===== config.mk =====
export PLATFORM = sky130hd
export DESIGN_NAME = v810_intc
export DESIGN_NICKNAME = d
export VERILOG_FILES = /design/src/rtl/v810_intc.sv
export SDC_FILE = /design/constraint.sdc
export NUM_CORES = 1
export LEC_CHECK = 0
export CAP_MARGIN = 0
export CORE_ASPECT_RATIO = 1.25
export CORE_MARGIN = 3
export CORE_UTILIZATION = 35
export CTS_CLUSTER_DIAMETER = 80
export CTS_CLUSTER_SIZE = 20
export DETAILED_ROUTE_END_ITERATION = 12
export PLACE_DENSITY_LB_ADDON = 0.3
export SLEW_MARGIN = 20
export SYNTH_ARGS = -nofsm -noshare
export SYNTH_HDL_FRONTEND = slang
export SYNTH_SLANG_ARGS = --single-unit

===== constraint.sdc =====
create_clock -name CLK -period 1.6 [get_ports CLK]
set_input_delay 0.32 -clock CLK [delete_from_list [all_inputs] [get_ports CLK]]
set_output_delay 0.32 -clock CLK [all_outputs]
set_load 0.05 [all_outputs]

===== src/rtl/v810_intc.sv =====
// V810 interrupt controller: latches/masks/prioritises NSRC level/edge sources plus one NMI,
// programmed over the V810 local bus. Optional SW NMI trigger via macro V810_INTC_SWNMI_EN.
module v810_intc #(
    parameter int unsigned NSRC    = 16,
    parameter int unsigned NMI_LEN = 4
) (
    input  logic            CLK,
    input  logic            RES,
    input  logic            CE,
    input  logic [NSRC-1:0] IRQ,
    input  logic            NMI_REQ,
    input  logic            SEL,
    input  logic [1:0]      A,
    input  logic            MRQn,
    input  logic            RW,
    input  logic [3:0]      BEn,
    input  logic [31:0]     D_I,
    output logic [31:0]     D_O,
    output logic            READYn,
    output logic            INT,
    output logic [3:0]      INTVn,
    output logic            NMIn
);
    localparam int unsigned CW = $clog2(NMI_LEN);

    typedef enum logic [1:0] {BusIdle, BusAck, BusWait} bus_state_e;
    typedef enum logic       {NmiIdle, NmiAssert} nmi_state_e;

    bus_state_e      bus_q, bus_d;
    nmi_state_e      nmi_st_q, nmi_st_d;
    logic [NSRC-1:0] pend_q, pend_d, enable_q, enable_d, edge_q, edge_d, irq_q, irq_d;
    logic            ctrl_en_q, ctrl_en_d, nmi_q, nmi_d, int_q, int_d;
    logic [3:0]      intvn_q, intvn_d;
    logic [CW-1:0]   cnt_q, cnt_d;
    logic [31:0]     rdata_q, rdata_d;

    logic [31:0]     wmask, rdata;
    logic [NSRC-1:0] wbits, mbits, clr, act;
    logic [3:0]      lvl;
    logic            commit, sw_trig;

    always_comb begin
        wmask  = {{8{~BEn[3]}}, {8{~BEn[2]}}, {8{~BEn[1]}}, {8{~BEn[0]}}};
        wbits  = D_I[NSRC-1:0];
        mbits  = wmask[NSRC-1:0];
        commit = (bus_q == BusAck) && !RW;

        rdata = '0;
        case (A)
            2'd0:    rdata[NSRC-1:0] = pend_q;
            2'd1:    rdata[NSRC-1:0] = enable_q;
            2'd2:    rdata[NSRC-1:0] = edge_q;
            default: begin
                rdata[0] = ctrl_en_q;
                rdata[8] = (nmi_st_q == NmiAssert);
            end
        endcase

`ifdef V810_INTC_SWNMI_EN
        sw_trig = commit && (A == 2'd3) && !BEn[2] && D_I[16];
`else
        sw_trig = 1'b0;
`endif

        clr = (commit && A == 2'd0) ? (wbits & mbits) : '0;
        act = pend_q & enable_q & {NSRC{ctrl_en_q}};
        lvl = 4'd0;
        for (int i = 0; i < NSRC; i++) begin
            if (act[i]) lvl = 4'(i);
        end

        bus_d     = bus_q;
        nmi_st_d  = nmi_st_q;
        pend_d    = pend_q;
        enable_d  = enable_q;
        edge_d    = edge_q;
        irq_d     = irq_q;
        ctrl_en_d = ctrl_en_q;
        nmi_d     = nmi_q;
        int_d     = int_q;
        intvn_d   = intvn_q;
        cnt_d     = cnt_q;
        rdata_d   = rdata_q;

        if (CE) begin
            irq_d   = IRQ;
            nmi_d   = NMI_REQ;
            // Level sources track IRQ; edge sources latch, and a new edge beats a W1C clear.
            pend_d  = (~edge_q & IRQ) | (edge_q & ((IRQ & ~irq_q) | (pend_q & ~clr)));
            int_d   = |act;
            intvn_d = (|act) ? ~lvl : 4'hF;

            if (commit && A == 2'd1) enable_d = (enable_q & ~mbits) | (wbits & mbits);
            if (commit && A == 2'd2) edge_d = (edge_q & ~mbits) | (wbits & mbits);
            if (commit && A == 2'd3 && !BEn[0]) ctrl_en_d = D_I[0];

            unique case (bus_q)
                BusIdle: begin
                    if (!MRQn && SEL) begin
                        bus_d   = BusAck;
                        rdata_d = rdata;
                    end
                end
                BusAck:  bus_d = BusWait;
                BusWait: if (MRQn) bus_d = BusIdle;
                default: bus_d = BusIdle;
            endcase

            unique case (nmi_st_q)
                NmiIdle: begin
                    if ((NMI_REQ && !nmi_q) || sw_trig) begin
                        nmi_st_d = NmiAssert;
                        cnt_d    = '0;
                    end
                end
                NmiAssert: begin
                    if (cnt_q == CW'(NMI_LEN - 1)) nmi_st_d = NmiIdle;
                    else cnt_d = cnt_q + 1'b1;
                end
                default: nmi_st_d = NmiIdle;
            endcase
        end
    end

    always_ff @(posedge CLK) begin
        if (RES) begin
            bus_q     <= BusIdle;
            nmi_st_q  <= NmiIdle;
            pend_q    <= '0;
            enable_q  <= '0;
            edge_q    <= '0;
            irq_q     <= '0;
            ctrl_en_q <= 1'b0;
            nmi_q     <= 1'b0;
            int_q     <= 1'b0;
            intvn_q   <= 4'hF;
            cnt_q     <= '0;
            rdata_q   <= '0;
        end else begin
            bus_q     <= bus_d;
            nmi_st_q  <= nmi_st_d;
            pend_q    <= pend_d;
            enable_q  <= enable_d;
            edge_q    <= edge_d;
            irq_q     <= irq_d;
            ctrl_en_q <= ctrl_en_d;
            nmi_q     <= nmi_d;
            int_q     <= int_d;
            intvn_q   <= intvn_d;
            cnt_q     <= cnt_d;
            rdata_q   <= rdata_d;
        end
    end

    assign READYn = (bus_q != BusAck);
    assign D_O    = (bus_q == BusAck) ? rdata_q : 32'h0;
    assign INT    = int_q;
    assign INTVn  = intvn_q;
    assign NMIn   = (nmi_st_q != NmiAssert);

endmodule


### Yosys cells after proc, flatten, opt, wreduce, memory -nomap -nowiden

Index checks and enable logic that the tools add are counted.

| word-level totals | value |
|---|---|
| register bits | 92 |
| input bits | 61 |
| output and inout bits | 39 |

| operators by class | value |
|---|---|
| add/subtract/negate cells | 1 |
| equality and inequality tests | 11 |
| multiplexer cells | 31 |
| bitwise operators | 21 |
| reductions and logical operators | 21 |

Operators with widths:

| cell | number |
|---|---|
| $and 16x16->16 | 9 |
| $not 16->16 | 4 |
| $or 16x16->16 | 4 |
| $mux 4 | 15 |
| $pmux 7 s3 | 2 |
| $mux 16 | 2 |
| $reduce_or 16->1 | 1 |
| $reduce_and 3->1 | 3 |
| $eq 2x2->1 const B | 4 |
| $logic_and 1x1->1 | 8 |
| $mux 2 | 4 |
| $ne 2x2->1 const B | 3 |
| $pmux 1 s3 | 2 |
| $pmux 2 s3 | 1 |
| $reduce_and 2->1 | 3 |
| $eq 2x1->1 const B | 2 |
| $logic_not 1->1 | 4 |
| $logic_not 2->1 | 2 |
| $ne 2x1->1 const B | 2 |
| $not 4->4 | 1 |
| $pmux 2 s2 | 1 |
| $mux 1 | 3 |
| $not 1->1 | 3 |
| $add 2x1->2 const B | 1 |
| $pmux 1 s2 | 1 |

### Depth between registers and ports, before layout

| depth | value |
|---|---|
| word-level depth | 19 |
| mapped depth | 8 |
| mapped depth without buffers | 6 |

### Least setup slack after synthesis

OpenSTA, ideal clock, no wires.

| path | value |
|---|---|
| path type | flip-flop to output port |
| start | register bus_q[0] |
| end | output port D_O[10] |
| arrival | 1.439 ns |
| data required time | 1.280 ns |
| setup slack | -0.159 ns |
| stages on the path, launching flop included | 4 |
| buffers on the path | 1 |
| cell sequence | dfxtp_1 -> nor2b_1 -> clkbuf_1 -> and2_1 |

| on the way | value |
|---|---|
| longest elaborated chain between the ends | 2 |

Ends and longest elaborated chain:

| element | line | RTL |
|---|---|---|
| from (decl) | 29 | `bus_state_e bus_q, bus_d;` |
| from (signal assigned) | 127 | `bus_q <= BusIdle;` |
| from (signal assigned) | 140 | `bus_q <= bus_d;` |
| $eq 2x1->1 | 156 | `assign D_O = (bus_q == BusAck) ? rdata_q : 32'h0;` |
| $mux 16 | 156 |  |
| to (decl) | 18 | `output logic [31:0] D_O,` |

No other way between the ends.

### Worst setup path in the final report

| path | value |
|---|---|
| start | register bus_q[0] |
| end | output port D_O[3] |

Same word-level chain as after synthesis.

==> flow_summary.yaml <==
yosys:
  syn_inst: 536
  seq_area_frac_synth_pct: 40.3
  netlist_area_um2: 4570
  ys_warn_count: 0
  yosysTopAreaCell: "dfxtp_1"
  synth.avg_cell_area_um2: 8.53
  synth_enable_flop_cells: 0
  synthArstFlopShare_pct: 0
  ys_types: 45
  synth-seq-cells: 92
  synth_top_cells_by_area: "dfxtp_1, mux2i_1, nor2_1, o41ai_2, a21oi_1"
  synth_top_area_share_pct: 40.3
  synth_ff_type: "dfxtp_1"
die:
  core_area_um2: 12700
  start_util_pct: 35.9
  pin_count: 100
  die_area_um2: 14500
  die_y_um: 134
  fp.dieW_um: 108
  rows: 46
sta:
  final_hold_viol_count: 0
  tns_ns: -3.05
  fin_worst_skew_ns: 0.00923
  setup_viol: 47
  fin_hold_ws_ns: 0.343
  rsz0062_at_grt: "yes"
  fmax_mhz: 585
  timing.final.crit_share_pct: 107
  fin_crit_ns: 1.71
  slew_viol_final: 0
  fin_ws_ns: -0.111
critical_path:
  cp_slowest_cell: "dfxtp_2"
  crit_path_start_kind: "flop"
  critPathKind: "flop to output port"
  crit_top_cell: "buf_12"
  critPathArrivalTime_ns: 1.39
  crit_chain: "buf_4 > nor2b_4 > buf_12 > and2_4 > buf_12"
  worstSetupEndpointType: "output port"
  slowest_delay_ns: 0.33
  cp_num_buf_inv: 3
  worstPathRequired_ns: 1.28
  path_max_fanout: 18
  critical-path-top-delay-family: "buffers and inverters"
clock_network:
  cts_root_buffer: "clkbuf_16"
  clk_pin_slew_ns: 0.06
  cts_tree: "built"
  numCtsBuffers: 9
  cts_max_path_buffers: 2
  clock_sinks: 92
  htreeDepth: 3
  insertion_delay_ns: 0.35
global_route:
  grt_usage_pct: 17.9
  grt_pass1_vias: 4213
  grt_overflow_total: 0
  grt_pass1_wl_um: 20500
  grt_max_degree: 44
  antenna_found_initial: 0
routing:
  wl_per_cell_um: 15.8
  drt-initial-drc-count: 168
  ant_nets: 0
  vias_per_cell: 5.15
  routed_wl_um: 12700
  dr.pass1.iters: 4
  route.detailed.drc: 0
  vias: 4149
power:
  pwr-share-clk_pct: 39.6
  ir_worst_vdd_mv: 0.475
  p_leak_uw: 0.00244
  intPower_uw: 3780
  combPwrFrac_pct: 13.4
  total_power_uw: 5140
  pwr_density_cell_nw_per_um2: 814
  switching_share_pct: 26.4
  pwr-share-seq_pct: 47.0
  p_switching_uw: 1360
placed_design:
  placedCellCount: 788
  gp_congestion: 0.904
  detailed_place_hpwl_um: 9460
  placed_area_um2: 5850
  numPortBuffers: 65
status:
  failed_checks: "setup timing"
  outcome: "finished, violations left"
flow_run:
  cap_violations: 0
cells_and_area:
  seqCellArea_um2: 1850
  post_layout_nonfiller_instances: 806
  layout-drive-gt1-share_pct: 25.1
  multi_input_area_um2: 2590
  final_area_um2: 6320
  fin_nets: 695
  antenna_cells: 0
  areaGrowthSynthToFinish_pct: 38.2
  fillerInstances: 1204
min_path:
  worst_hold_path_type: "input port to flop"
-- routing by layer --
layer | wire length (um) | global-route usage [%] | share of wire [%] | up-vias
li1 | - | - | - | 2039
met1 | 4980 | 20.6 | 39 | 1976
met4 | 405 | 8.28 | 3.2 | 0
met5 | 0 | 0 | 0 | -
met2 | 6770 | 31.4 | 53 | 103
met3 | 592 | 3.78 | 4.6 | 31
-- layout by cell type, fill, tap and decap left out, types with 3 or more instances in the layout --
cell type,n
nor2b_1,3
nor2_1,102
a22oi_2,8
nor2b_4,3
buf_4,55
nand2_1,55
o41ai_2,14
dlygate4sd2_1,3
a21oi_1,42
dfxtp_2,4
clkinvlp_4,3
a31oi_1,5
dfxtp_1,88
o21ai_0,3
buf_6,5
a211oi_1,14
conb_1,16
and2_4,16
clkdlybuf4s50_1,37
clkbuf_16,9
a22oi_1,13
nand3_1,3
a22o_1,4
buf_12,21
mux2i_1,41
a32oi_1,8
inv_1,20
-- final timing paths --
path	slack [ns]	cells past startpoint	start	endpoint
min reg2reg	0.46	2	irq_q[14]	irq_q[14]
min	0.34	3	RES	INTVn[0]
max reg2reg	-0.09	6	bus_q[0]	pend_q[2]
max	-0.11	5	bus_q[0]	D_O[3]
-- per-stage QoR --
stage | util, % | setup slack [ns]
after global routing | 49.7 | -0.195
after global placement | 46.0 | -0.575
final | 49.7 | -0.111
after CTS | 48.7 | -0.132
after floorplan | - | -0.0403
after detailed placement | 46.0 | -0.609
-- synth_stat cells, types with 3 or more instances --
cell and number:
a31oi_1 5, inv_1 20, buf_2 9, buf_1 4
nand3_1 3, nor2b_1 6, a32oi_1 8, o41ai_2 16
a211oi_1 14, clkbuf_1 21, a22o_1 4, nand2_1 56
o21ai_0 4, nor2_1 103, a21oi_1 44, dfxtp_1 92
and2_1 16, a22oi_1 21, buf_4 17, mux2i_1 41
-- cell type report --
type	instances	area share [%]
clock buffers	11	4.00
clock inverters	5	0.574
inverters	20	1.19
multi-input cells	386	40.9
flip-flops and latches	92	29.2
well taps	168	3.33
repair buffers	124	20.8
-- worst min-delay path, cell delays in order --
cell and delay [ns]:
buf_2 0.12, or3_1 0.10, o31a_1 0.12
-- power groups by stage --
stage | clock network, uW | registers, uW | logic, uW
CTS | 2080 | 2420 | 679
global placement | 0 | 2460 | 661
global route | 2180 | 2420 | 747
floorplan | 0 | 2460 | 417
detailed placement | 0 | 2470 | 671
finish | 2040 | 2420 | 690
-- cell families after synthesis --
group | after synthesis | share of synthesized area, %
buffers and inverters | 73 | 7.97
other | 1 | 0.0820
muxes | 43 | 9.96
and+or+nand+nor | 197 | 19.3
adders and majority gates | 1 | 0.274
AOI/OAI and AO/OA | 129 | 22.1
DFF | 92 | 40.3
-- timing repair --
action | in CTS | in global routing
endpoints found under the hold margin | 0 | 0
hold buffers | 0 | 0
resized for setup | 26 | 28
setup endpoints to repair | 62 | 68
setup buffers | 1 | 2
cloned | 0 | 0
pin swaps | 0 | 7
Note: power is estimated with default switching activity, not from simulation.
